`src/rtl/frog_hop_controller.sv`:
```
// Frog movement: turns four direction buttons into grid hops that are
// animated in STEP_PX pixel steps, with hold-to-repeat and respawn.
// Ports:
//   i_Clk, i_Reset        clock, synchronous active-high reset
//   i_Frog_Up/Dn/Lt/Rt    debounced buttons, active high
//   i_Move_En             allows a new hop to start
//   i_Respawn             return to the start cell
//   o_Frog_Col/Row        committed cell
//   o_Frog_X/Y            animated sprite top-left pixel
//   o_Moving              hop in progress
//   o_Hop_Done            one-cycle pulse when a hop completes
//   o_Reached_Top         one-cycle pulse when a hop lands in row 0
module frog_hop_controller #(
   parameter int TILE_SIZE     = 32,
   parameter int GRID_COLS     = 20,
   parameter int GRID_ROWS     = 15,
   parameter int START_COL     = 10,
   parameter int START_ROW     = 14,
   parameter int STEP_PX       = 8,
   parameter int STEP_CYCLES   = 250000,
   parameter int REPEAT_CYCLES = 6250000,
   parameter int COL_W         = $clog2(GRID_COLS),
   parameter int ROW_W         = $clog2(GRID_ROWS),
   parameter int PIX_W         = 10
) (
   input  logic             i_Clk,
   input  logic             i_Reset,
   input  logic             i_Frog_Up,
   input  logic             i_Frog_Dn,
   input  logic             i_Frog_Lt,
   input  logic             i_Frog_Rt,
   input  logic             i_Move_En,
   input  logic             i_Respawn,
   output logic [COL_W-1:0] o_Frog_Col,
   output logic [ROW_W-1:0] o_Frog_Row,
   output logic [PIX_W-1:0] o_Frog_X,
   output logic [PIX_W-1:0] o_Frog_Y,
   output logic             o_Moving,
   output logic             o_Hop_Done,
   output logic             o_Reached_Top
);

   localparam int SC_W = (STEP_CYCLES > 1) ? $clog2(STEP_CYCLES) : 1;
   localparam int RC_W = (REPEAT_CYCLES > 1) ? $clog2(REPEAT_CYCLES) : 1;

   localparam logic [SC_W-1:0] STEP_LAST = SC_W'(STEP_CYCLES - 1);
   localparam logic [RC_W-1:0] REP_LAST  = RC_W'(REPEAT_CYCLES - 1);

   localparam logic [COL_W-1:0] COL_START = COL_W'(START_COL);
   localparam logic [ROW_W-1:0] ROW_START = ROW_W'(START_ROW);
   localparam logic [COL_W-1:0] COL_MAX   = COL_W'(GRID_COLS - 1);
   localparam logic [ROW_W-1:0] ROW_MAX   = ROW_W'(GRID_ROWS - 1);

   localparam logic [PIX_W-1:0] X_START = PIX_W'(START_COL * TILE_SIZE);
   localparam logic [PIX_W-1:0] Y_START = PIX_W'(START_ROW * TILE_SIZE);
   localparam logic [PIX_W-1:0] STEP    = PIX_W'(STEP_PX);
   localparam logic [PIX_W-1:0] TILE    = PIX_W'(TILE_SIZE);

   typedef enum logic [1:0] {
      IDLE,
      HOP,
      HOLD,
      RELEASE
   } state_t;

   state_t           state_q, state_d;
   logic [3:0]       btn_q, btn_d;
   logic [COL_W-1:0] col_q, col_d;
   logic [ROW_W-1:0] row_q, row_d;
   logic [PIX_W-1:0] x_q, x_d;
   logic [PIX_W-1:0] y_q, y_d;
   logic [SC_W-1:0]  step_cnt_q, step_cnt_d;
   logic [RC_W-1:0]  hold_cnt_q, hold_cnt_d;
   logic             hop_done_q, hop_done_d;
   logic             top_q, top_d;

   // Button vector order is {up, dn, lt, rt}
   logic [3:0]       btn;
   logic             one_hot;
   logic             legal;
   logic             req_ok;

   logic [PIX_W-1:0] cell_x;
   logic [PIX_W-1:0] cell_y;
   logic [PIX_W-1:0] x_step;
   logic [PIX_W-1:0] y_step;
   logic [COL_W-1:0] col_nxt;
   logic [ROW_W-1:0] row_nxt;
   logic             landed;

   assign btn = {i_Frog_Up, i_Frog_Dn, i_Frog_Lt, i_Frog_Rt};

   // Exactly one button: a true population-count-of-one test
   assign one_hot = (btn != 4'd0) && ((btn & (btn - 4'd1)) == 4'd0);

   assign legal = (btn[3] && (row_q != '0))
               || (btn[2] && (row_q != ROW_MAX))
               || (btn[1] && (col_q != '0))
               || (btn[0] && (col_q != COL_MAX));

   assign req_ok = one_hot && legal && i_Move_En;

   assign cell_x = PIX_W'(col_q) * TILE;
   assign cell_y = PIX_W'(row_q) * TILE;

   // One animation step toward the latched direction; the hop is over
   // when the stepped position equals the neighbouring cell's origin.
   always_comb begin
      x_step  = x_q;
      y_step  = y_q;
      col_nxt = col_q;
      row_nxt = row_q;
      landed  = 1'b0;
      unique case (1'b1)
         btn_q[3]: begin
            y_step  = y_q - STEP;
            row_nxt = row_q - ROW_W'(1);
            landed  = (y_step == cell_y - TILE);
         end
         btn_q[2]: begin
            y_step  = y_q + STEP;
            row_nxt = row_q + ROW_W'(1);
            landed  = (y_step == cell_y + TILE);
         end
         btn_q[1]: begin
            x_step  = x_q - STEP;
            col_nxt = col_q - COL_W'(1);
            landed  = (x_step == cell_x - TILE);
         end
         btn_q[0]: begin
            x_step  = x_q + STEP;
            col_nxt = col_q + COL_W'(1);
            landed  = (x_step == cell_x + TILE);
         end
         default: ;
      endcase
   end

   always_comb begin
      state_d    = state_q;
      btn_d      = btn_q;
      col_d      = col_q;
      row_d      = row_q;
      x_d        = x_q;
      y_d        = y_q;
      step_cnt_d = step_cnt_q;
      hold_cnt_d = hold_cnt_q;
      hop_done_d = 1'b0;
      top_d      = 1'b0;

      unique case (state_q)
         IDLE: begin
            if (req_ok) begin
               btn_d      = btn;
               step_cnt_d = '0;
               state_d    = HOP;
            end
         end
         HOP: begin
            if (step_cnt_q == STEP_LAST) begin
               step_cnt_d = '0;
               x_d        = x_step;
               y_d        = y_step;
               if (landed) begin
                  col_d      = col_nxt;
                  row_d      = row_nxt;
                  hop_done_d = 1'b1;
                  top_d      = (row_nxt == '0);
                  hold_cnt_d = '0;
                  state_d    = HOLD;
               end
            end else begin
               step_cnt_d = step_cnt_q + SC_W'(1);
            end
         end
         HOLD: begin
            if (btn == 4'd0) begin
               hold_cnt_d = '0;
               state_d    = IDLE;
            end else if (btn != btn_q) begin
               hold_cnt_d = '0;
               state_d    = RELEASE;
            end else if (hold_cnt_q == REP_LAST) begin
               // Blocked repeats leave the counter parked at its last value
               if (req_ok) begin
                  hold_cnt_d = '0;
                  step_cnt_d = '0;
                  state_d    = HOP;
               end
            end else begin
               hold_cnt_d = hold_cnt_q + RC_W'(1);
            end
         end
         RELEASE: begin
            if (btn == 4'd0) begin
               state_d = IDLE;
            end
         end
         default: state_d = RELEASE;
      endcase

      if (i_Respawn) begin
         state_d    = RELEASE;
         col_d      = COL_START;
         row_d      = ROW_START;
         x_d        = X_START;
         y_d        = Y_START;
         step_cnt_d = '0;
         hold_cnt_d = '0;
         hop_done_d = 1'b0;
         top_d      = 1'b0;
      end
   end

   always_ff @(posedge i_Clk) begin
      if (i_Reset) begin
         state_q    <= RELEASE;
         btn_q      <= 4'd0;
         col_q      <= COL_START;
         row_q      <= ROW_START;
         x_q        <= X_START;
         y_q        <= Y_START;
         step_cnt_q <= '0;
         hold_cnt_q <= '0;
         hop_done_q <= 1'b0;
         top_q      <= 1'b0;
      end else begin
         state_q    <= state_d;
         btn_q      <= btn_d;
         col_q      <= col_d;
         row_q      <= row_d;
         x_q        <= x_d;
         y_q        <= y_d;
         step_cnt_q <= step_cnt_d;
         hold_cnt_q <= hold_cnt_d;
         hop_done_q <= hop_done_d;
         top_q      <= top_d;
      end
   end

   assign o_Frog_Col    = col_q;
   assign o_Frog_Row    = row_q;
   assign o_Frog_X      = x_q;
   assign o_Frog_Y      = y_q;
   assign o_Moving      = (state_q == HOP);
   assign o_Hop_Done    = hop_done_q;
   assign o_Reached_Top = top_q;

endmodule

```
`config.mk`:
```
export PLATFORM = sky130hd
export DESIGN_NAME = frog_hop_controller
export DESIGN_NICKNAME = d
export VERILOG_FILES = /design/src/rtl/frog_hop_controller.sv
export SDC_FILE = /design/constraint.sdc
export NUM_CORES = 1
export LEC_CHECK = 0
export BUFFER_PORTS_ARGS = -buffer_cell sky130_fd_sc_hd__clkbuf_2
export CORE_ASPECT_RATIO = 1.1
export CORE_MARGIN = 3
export CORE_UTILIZATION = 40
export DETAILED_ROUTE_END_ITERATION = 16
export GPL_TIMING_DRIVEN = 0
export PLACE_DENSITY = 0.56
export SLEW_MARGIN = 20
export SYNTH_ARGS = -nofsm -noshare
export SYNTH_HDL_FRONTEND = slang
export SYNTH_SLANG_ARGS = --single-unit
export TNS_END_PERCENT = 5
```
`constraint.sdc`:
```
create_clock -name i_Clk -period 2.8 [get_ports i_Clk]
set_input_delay 0.56 -clock i_Clk [delete_from_list [all_inputs] [get_ports i_Clk]]
set_output_delay 0.56 -clock i_Clk [all_outputs]
set_load 0.005 [all_outputs]
```
# [Word level (Yosys, flattened, before mapping)]
# Index checks and enable logic that the tools add are counted.
[totals] regBits=78 word_cells=108 output_inout_bits=32 inputBits=8
[op_classes] bitwise=4 reduce_logical=32 addsub=15 eq_ne=20 n_mux=27
[op_table] operator="23-bit two-way mux" n=6
[op_table] operator="18-bit two-way mux" n=5
[op_table] operator="18-bit case mux with 3 select lines" n=1
[op_table] operator="23-bit case mux with 2 select lines" n=1
[op_table] operator="10-bit == test" n=4
[op_table] operator="10-bit case mux with 2 select lines" n=2
[op_table] operator="23-bit by 1-bit adder with 23-bit output, second input constant" n=1
[op_table] operator="23-bit == test, second input constant" n=1
[op_table] operator="10-bit by 4-bit adder with 10-bit output, second input constant" n=2
[op_table] operator="10-bit by 4-bit subtractor with 10-bit output, second input constant" n=2
[op_table] operator="18-bit by 1-bit adder with 18-bit output, second input constant" n=1
[op_table] operator="18-bit == test, second input constant" n=1
[op_table] operator="4-bit AND reduction" n=4
[op_table] operator="2-bit two-way mux" n=7
[op_table] operator="4-bit logical NOT" n=3
[op_table] operator="10-bit by 6-bit adder with 10-bit output, second input constant" n=1
[op_table] operator="9-bit by 6-bit adder with 10-bit output, second input constant" n=1
[op_table] operator="5-bit != test, second input constant" n=2
[op_table] operator="5-bit case mux with 2 select lines" n=1
[op_table] operator="10-bit by 6-bit subtractor with 10-bit output, second input constant" n=1
[op_table] operator="9-bit by 6-bit subtractor with 10-bit output, second input constant" n=1
[op_table] operator="3-bit AND reduction" n=3
[op_table] operator="2-bit != test, second input constant" n=4
[op_table] operator="4-bit != test, second input constant" n=2
[op_table] operator="25 further kinds" n=41

# [Logic depth before layout (Yosys ltp)]
# Gate-level depths: netlist (run 1).
[logic_depth] depth_word=12 ltp_mapped=12 ltp_nobuf=9

# [Worst setup path after synthesis (run 1)]
# OpenSTA, ideal clock, no wires.
[synth_timing] path_type="register to register" from="register row_q[0], in the netlist o_Frog_Row[0]" to="register hold_cnt_q[11]" period_less_slack_ps=2644 path_stages_with_launch=13 path_buffers=3 setup_time_ps=128 required_time_ps=2672 arrival_ps=2515 setup_slack_ps=156 cell_sequence="dfxtp_1 -> clkbuf_1 -> inv_1 -> ha_1 -> xnor2_1 -> xnor2_1 -> nor4_1 -> nand3_1 -> o31a_1 -> buf_2 -> o211ai_2 -> clkbuf_1 -> o21ai_0"
[synth_via] elab_chain_len=9 word_cells_on_any_way=17 cone_classes="add/sub: 2; eq/ne: 5; mux: 1; reduce/logical: 9"
[synth_rtl] element="from (decl)" line_no="69" rtl="logic [ROW_W-1:0] row_q, row_d;"
[synth_rtl] element="from (signal assigned)" line_no="231" rtl="row_q <= row_d;"
[synth_rtl] element="branches (longest 8 deep; another with 9-bit by 6-bit adder with 10-bit output)"
[synth_rtl] element="4-bit AND reduction (no source line) (*)"
[synth_rtl] element="to (signal assigned)" line_no="235" rtl="hold_cnt_q <= hold_cnt_d;"
[synth_rtl] element="to (decl)" line_no="73" rtl="logic [RC_W-1:0] hold_cnt_q, hold_cnt_d;"
# Mark *: on every way between the ends.
# A chain may end at the register's enable or synchronous reset.

# [Worst setup path after layout (run 1)]
[layout_timing] from="register y_q[4], in the netlist o_Frog_Y[4]" to="register hold_cnt_q[9]"
[layout_via] elab_chain_len=5 word_cells_on_any_way=7 cone_classes="add/sub: 2; eq/ne: 3; mux: 1; reduce/logical: 1"
[layout_rtl] element="from (decl)" line_no="71" rtl="logic [PIX_W-1:0] y_q, y_d;"
[layout_rtl] element="from (signal assigned)" line_no="233" rtl="y_q <= y_d;"
[layout_rtl] element="10-bit by 4-bit adder with 10-bit output / 10-bit by 4-bit subtractor with 10-bit output (equally long branches)" line_no="121, 116"
[layout_rtl] element="10-bit == test (on tied branches)" line_no="123, 118"
[layout_rtl] element="1-bit case mux with 4 select lines (*)" line_no="114" rtl="unique case (1'b1)"
[layout_rtl] element="2-bit by 1-bit != test with 1-bit output (no source line) (*)"
[layout_rtl] element="4-bit AND reduction (no source line) (*)"
# Mark *: on every way between the ends. The rest lies on a longest branch, timed or not.

==> flow_summary.toml, run 1 <==
[route]
wirelength_mm = 13.4
dr.pass1.iters = 4
drtAntennaViolNets = 0
vias = 4701
drc = 0
drtIter0Drc = 262
wl_per_cell_um = 15.4
vias_per_cell = 5.43

[timing]
setup_viol = 0
clock.fmax_mhz = 370
slew-limit-headroom = 0.520
whs_ns = 0.521
post-route-min-period_ns = 2.70
setup-tns-final_ns = 0
drv_slew = 0
finClkSkew_ns = 0.00768
worst_slew_pin_slew_ns = 0.712
worst_slack_ns = 0.101
post-route-period-util = 0.964
hold_viol = 0

[pwr]
leakagePower_nw = 2.16
worst_ir_drop_vdd_v = 0.000261
powerDensity_nw_per_um2 = 374

[clock_network]
clkLatencyLatePin_ns = 0.35
htreeDepth = 3
path_clk_slew_ns = 0.06
clockBufferDepth = 2
cts_root_buf = "clkbuf_16"
numClockSinks = 72
cts_tree = "yes"
holdBufCountCts = 0
cts_buffers = 9

[worst_hold_path]
hold_start = "hold_cnt_q[12]"
holdCritPathClass = "reg -> reg"

[finish]
n_antenna_cell = 0
stdcell_area_um2 = 5990
final_cell_mix = "nor2_1, dfxtp_1, nand3_1"
drive_gt1_frac = 0.163
fillerInstances = 1203
area_growth_syn_to_layout_pct = 18.2
mostFrequentLayoutCell = "nor2_1"
nets = 735

[synthesis]
synth_cells = 654
yosys.area_share.simple = 0.312
synth_edf_count = 0
yosys.area.top_type = "dfxtp_1"
synth_top_family_by_area = "simple AND/OR/NAND/NOR gates"
synthesis.area_um2 = 5070
synth_xor_area_frac = 0.143
yosysSeqAreaShare = 0.284
synthTopCellsByArea = "dfxtp_1, xnor2_1, nand3_1"
synth.top_cell.area_share = 0.284
synth_cell_types = 60
synth_compound_area_frac = 0.105
ys_ff_latch = 72
synth_fa_ha_area_frac = 0.0509
synth-main-ff-cell = "dfxtp_1"
synthMuxAreaShare = 0.0486
syn_avg_cell_area_um2 = 7.75
async_flop_share = 0
yosys_warnings = 0

[placed_design]
place_area_um2 = 5430
dp_hpwl_mm = 9.61
gp_routability_congestion = 0.883
port_buffers = 29
pre_cts_slack_ns = -0.583

[die]
core_area_um2 = 12200
chipWidth_um = 113
rows = 42
dieArea_um2 = 14100
ios = 40
die_height_um = 124
initial_core_util = 0.416

[flow_run]
drv_cap = 0

[setup_path]
cp_max_fo = 9
start_kind = "flip-flop"
reg2reg_from = "o_Frog_Y[4]"
end_kind = "flip-flop"
crit_path_start = "o_Frog_Y[4]"
cp_data_arrival_time_ns = 2.91
critPathKind = "reg -> reg"
worstPathRequired_ns = 3.01

[global_routing]
grt.overflow.total = 0
antenna_found_initial = 0
grt_usage = 0.197
grt_max_degree = 13
first_global_vias = 4484
grt_pass1_wl_mm = 22.0

[status]
status = "finished clean"
layer usage:
metal | track usage | vias to the layer above | part of all wire
met5 | 0 | - | 0
met4 | 0.0826 | 0 | 0.012
met3 | 0.0350 | 13 | 0.034
met1 | 0.243 | 2219 | 0.46
met2 | 0.339 | 86 | 0.49
li1 | - | 2383 | -
stage by stage:
| step | cells | util | power, W |
|---|---|---|---|
| floorplan | 659 | - | 0.00110 |
| global placement | 842 | 0.445 | 0.00112 |
| detailed placement | 842 | 0.445 | 0.00112 |
| CTS | 862 | 0.480 | 0.00227 |
| global route | 866 | 0.491 | 0.00232 |
| finish | 866 | 0.491 | 0.00224 |
sequential cells by signal (all words and copies together), names as in the netlist, 2 cells and up:
register and cells:
hold_cnt_q 23, state_q 2, btn_q 4, o_Frog_Row 4
step_cnt_q 18, o_Frog_X 7, o_Frog_Col 5, o_Frog_Y 7
synth_stat cells (all sizes together) (4+ instances only):
master / count
a211oi: 5
a21oi: 18
and2: 4
and3: 12
buf: 15
clkbuf: 34
dfxtp: 72
ha: 19
inv: 17
mux2: 5
mux2i: 19
nand2: 55
nand2b: 8
nand3: 63
nand4: 14
nor2: 74
nor2b: 5
nor3: 16
nor3b: 7
nor4: 13
o21ai: 28
o22ai: 10
or3: 15
xnor2: 47
xor2: 33
power breakdown:
group	total [W]	switching (W)	leakage, nW	internal (W)
sequential	0.00103	0.000000635	0.582	0.00102
combinational	0.0000771	0.0000512	1.45	0.0000259
clock	0.00114	0.000467	0.137	0.000671
worst paths after layout:
path / slack [ns] / depth (start not counted) / end
worst max-delay path: 0.10 / 12 / hold_cnt_q[9]
worst min register to register: 0.52 / 2 / hold_cnt_q[12]
worst min-delay path: 0.52 / 2 / hold_cnt_q[12]
worst max register to register: 0.10 / 12 / hold_cnt_q[9]
cell type report:
cell class                      count  area (µm²)  share of cell area
Clock inverter                      4        27.5             0.00459
Tap cell                          154         193              0.0322
Multi-Input combinational cell    521        3500               0.585
Sequential cell                    72        1450               0.242
Timing Repair Buffer               41         255              0.0426
Clock buffer                       12         267              0.0445
Inverter                           17        63.8              0.0106
Buffer                             45         234              0.0390
cell families after synthesis:
family	count (synthesis)
compound gates	82
xor+xnor	81
fa+ha+maj	20
buf+inv	66
flops	72
mux	24
other cells	1
simple gates	308
what timing repair did:
| action | in CTS | in global routing |
|---|---|---|
| pin swaps | 4 | 5 |
| cloned | 1 | 1 |
| buffers inserted | 4 | 6 |
| resized for setup | 28 | 27 |
| setup endpoints to repair | 48 | 46 |
worst max-delay path: stages (launching register included):
cell	delay, ns
dfxtp_2	0.35
inv_1	0.09
ha_2	0.21
or3b_4	0.40
or3_4	0.38
xnor2_4	0.16
nand3_2	0.10
o31a_1	0.12
buf_4	0.19
o211ai_4	0.21
buf_12	0.15
buf_6	0.12
o22ai_1	0.08
Power figures use the tool's default switching activity.
==> run 2: changes to the inputs <==
GPL_TIMING_DRIVEN = not set   (was 0)
==> flow_summary.toml, run 2 (synthesis gave the netlist of run 1 again) <==
[timing]
worst_slack_ns = 0.112
whs_ns = 0.505
post-route-min-period_ns = 2.69
slew-limit-headroom = 0.616
grt_setup_unrepaired = "no"
hold_viol = 0
post-route-period-util = 0.960
setup-tns-final_ns = 0
drv_slew = 0
clock.fmax_mhz = 372
finClkSkew_ns = 0.00864
worst_slew_pin_slew_ns = 0.571
setup_viol = 0

[finish]
largest-register = "hold_cnt_q"
reg_top3 = "hold_cnt_q: 23 flops, step_cnt_q: 18 flops"
fillerInstances = 1229
stdcell_area_um2 = 5880
nets = 720
drive_gt1_frac = 0.149
area_growth_syn_to_layout_pct = 15.9
final_cell_mix = "nor2_1, dfxtp_1, nand3_1"
n_antenna_cell = 0
mostFrequentLayoutCell = "nor2_1"
largest_reg_flops = 23

[die]
ios = 40
dieArea_um2 = 14100
chipWidth_um = 113
initial_core_util = 0.416
die_height_um = 124
core_area_um2 = 12200
rows = 42

[route]
drc = 0
vias_per_cell = 5.43
dr.pass1.iters = 4
drtIter0Drc = 310
vias = 4618
wl_per_cell_um = 15.5
drtAntennaViolNets = 0
wirelength_mm = 13.2

[global_routing]
antenna_found_initial = 0
grt_max_degree = 24
first_global_vias = 4285
grt_usage = 0.183
grt_pass1_wl_mm = 20.7
grt.overflow.total = 0

[pwr]
powerDensity_nw_per_um2 = 389
leakagePower_nw = 2.18
worst_ir_drop_vdd_v = 0.000239

[clock_network]
cts_tree = "yes"
htreeDepth = 3
holdBufCountCts = 0
numClockSinks = 72
cts_buffers = 9
path_clk_slew_ns = 0.06
clockBufferDepth = 2
cts_root_buf = "clkbuf_16"
clkLatencyLatePin_ns = 0.34

[setup_path]
path_cells = "inv_1 -> ha_1 -> or3b_2 -> a21o_1 -> a2bb2oi_1 -> mux2_2 -> a22oi_2 -> a21oi_1 -> mux2_2"
critPathMostFrequentCell = "mux2_2"
cp_data_arrival_time_ns = 2.92
critPathBufInv = 1
worstPathRequired_ns = 3.03
cpMaxStageDelayCell = "or3b_2"
cp_max_fo = 6
start_kind = "flip-flop"
end_kind = "flip-flop"
critPathKind = "reg -> reg"
crit_path_max_incr_delay_ns = 0.53
path_delay_family = "compound AO/OA/AOI/OAI gates"

[placed_design]
gp_routability_congestion = 0.852
port_buffers = 33
place_area_um2 = 5500
dp_hpwl_mm = 9.35
pre_cts_slack_ns = 0.0962

[worst_hold_path]
holdCritPathClass = "reg -> reg"

[flow_run]
drv_cap = 0

[status]
status = "finished clean"
-- run 2: report_power, final --
group | switching, W | internal [W]
clock | 0.000454 | 0.000737
combinational | 0.0000481 | 0.0000244
sequential | 0.000000624 | 0.00102
total | 0.000503 | 0.00179
-- run 2: final cells by class --
type                    count  area (µm²)  share of cell area
multi-input cells         522        3390               0.576
clock buffers              13         260              0.0443
clock inverters             3        40.0             0.00681
flip-flops and latches     72        1450               0.246
well taps                 154         193              0.0328
repair buffers             70         489              0.0832
inverters                  17        63.8              0.0109
-- run 2: path summary, 6_finish.rpt --
check	startpoint	end	slack, ns	cells after the start
setup / recovery	o_Frog_X[3]	o_Frog_Col[0]	0.11	9
hold / removal	hold_cnt_q[20]	hold_cnt_q[20]	0.51	2
setup reg to reg	o_Frog_X[3]	o_Frog_Col[0]	0.11	9
hold reg to reg	hold_cnt_q[20]	hold_cnt_q[20]	0.51	2
-- run 2: per-stage QoR --
step                      total power, W  std cells   util
after global routing             0.00235        851  0.482
after CTS                        0.00231        846  0.476
after detailed placement         0.00112        830  0.451
final                            0.00229        851  0.482
after global placement           0.00112        830  0.451
after floorplan                  0.00110        659      -
-- run 2: worst reg2reg max path, stage by stage, from the launching register on --
cell,delay (ns)
dfxtp_1,0.35
inv_1,0.11
ha_1,0.20
or3b_2,0.53
a21o_1,0.21
a2bb2oi_1,0.12
mux2_2,0.31
a22oi_2,0.30
a21oi_1,0.16
mux2_2,0.28
-- run 2: metal layers --
| layer | wire length [µm] | vias to the layer above | global-route usage |
|---|---|---|---|
| met4 | 211 | 0 | 0.0684 |
| met2 | 6550 | 66 | 0.327 |
| met5 | 0 | - | 0 |
| met1 | 6060 | 2188 | 0.226 |
| met3 | 349 | 14 | 0.0214 |
| li1 | - | 2350 | - |
-- run 2: repair_timing --
action | CTS | global route
setup endpoints to repair | 0 | 25
setup buffers | 0 | 2
resized for setup | 0 | 6
==> run 3: changes to the inputs <==
PLACE_DENSITY = 0.58   (was 0.56)
clock period = 2.29 ns   (was 2.8 ns; I/O delays follow)
==> flow_summary.toml, run 3 (synthesis gave the netlist of run 1 again) <==
[status]
status = "finished, violations left"
violations = "setup timing"

[clock_network]
clockBufferDepth = 2
path_clk_slew_ns = 0.06
holdBufCountCts = 0
htreeDepth = 3
cts_tree = "yes"
cts_buffers = 9
cts_root_buf = "clkbuf_16"
clkLatencyLatePin_ns = 0.34
numClockSinks = 72

[setup_path]
reg2reg_slack_ns = -0.13
critPathCapture = "hold_cnt_q[9]"
cp_data_arrival_time_ns = 2.64
crit_path_start = "o_Frog_Y[4]"
worstPathRequired_ns = 2.51
worst-r2r-cell-count = 10
cp_max_fo = 23
reg2reg_to = "hold_cnt_q[9]"
end_kind = "flip-flop"
reg2reg_from = "o_Frog_Y[4]"
start_kind = "flip-flop"
critPathKind = "reg -> reg"

[route]
wl_per_cell_um = 15.0
dr.pass1.iters = 5
drc = 0
vias_per_cell = 5.37
drtAntennaViolNets = 0
vias = 5018
wirelength_mm = 14.0
drtIter0Drc = 261

[die]
die_height_um = 124
dieArea_um2 = 14100
chipWidth_um = 113
initial_core_util = 0.416
rows = 42
ios = 40
core_area_um2 = 12200

[worst_hold_path]
holdCritPathClass = "in -> reg"

[finish]
reg_top3 = "hold_cnt_q: 23 flops, step_cnt_q: 18 flops"
mostFrequentLayoutCell = "buf_4"
final_cell_mix = "buf_4, nor2_1, dfxtp_1"
stdcell_area_um2 = 6750
utilization = 0.554
nets = 803
area_growth_syn_to_layout_pct = 33.2
drive_gt1_frac = 0.291
n_antenna_cell = 0
largest_reg_flops = 23
largest-register = "hold_cnt_q"

[placed_design]
gp_routability_congestion = 0.847
port_buffers = 33
dp_hpwl_mm = 10.4
place_area_um2 = 6230
pre_cts_slack_ns = -0.333

[timing]
drv_slew = 0
setup_viol = 32
post-route-period-util = 1.06
slew-limit-headroom = 0.600
grt_setup_unrepaired = "yes"
whs_ns = 0.471
hold_viol = 0
finClkSkew_ns = 0.00817
post-route-min-period_ns = 2.42
clock.fmax_mhz = 413
worst_slew_pin_slew_ns = 0.595
worst_slack_ns = -0.131

[global_routing]
grt_usage = 0.207
grt_max_degree = 38
first_global_vias = 4869
grt_pass1_wl_mm = 23.5
grt.overflow.total = 0
antenna_found_initial = 0

[flow_run]
drv_cap = 0

[pwr]
powerDensity_nw_per_um2 = 409
worst_ir_drop_vdd_v = 0.000394
leakagePower_nw = 2.66
## run 3: critical path, stage by stage (launching register included)
cell	delay [ns]
dfxtp_4	0.36
inv_4	0.06
ha_4	0.13
or3b_4	0.39
or3_4	0.39
xnor2_2	0.15
nand3_2	0.11
o31a_4	0.20
o211ai_4	0.20
buf_12	0.19
o22ai_1	0.11
## run 3: worst min path at each step
stage	slack, ns	endpoint	startpoint	cells after the start
floorplan	0.47	step_cnt_q[12]	step_cnt_q[12]	2
global placement	0.48	hold_cnt_q[20]	hold_cnt_q[20]	2
detailed placement	0.50	hold_cnt_q[20]	hold_cnt_q[20]	2
CTS	0.46	btn_q[0]	i_Reset	2
global route	0.48	btn_q[0]	i_Reset	2
finish	0.47	btn_q[0]	i_Reset	2
## run 3: cell type report
class,count,area (µm²)
Clock buffer,10,229
Clock inverter,6,60.1
Fill cell,1119,5440
Inverter,17,71.3
Multi-Input combinational cell,521,3620
Sequential cell,72,1460
Tap cell,154,193
Timing Repair Buffer,154,1120
## run 3: repair_timing
action	CTS	global route
pin swaps	14	9
gates cloned	0	0
setup buffers	2	3
setup endpoints to repair	56	59
gates resized for setup	31	21
## run 3: through the flow
step                total power [W]  TNS, ns  instances
finish                      0.00276    -2.88        934
global route                0.00286    -6.99        934
CTS                         0.00279    -2.69        931
detailed placement          0.00137   -10.53        913
global placement            0.00137    -6.70        913
floorplan                   0.00134    -2.44        659
## run 3: where the power goes
part           leakage (nW)  switching [W]  internal [W]   total, W
registers             0.584    0.000000851       0.00125    0.00125
clock network         0.140       0.000578      0.000838    0.00142
logic                  1.94      0.0000618     0.0000358  0.0000977
## run 3: per-layer routing
metal  global-route usage  routed length [µm]
met4               0.0796                 254
met2                0.356                6920
met5                    0                   0
met3               0.0282                 404
met1                0.263                6450
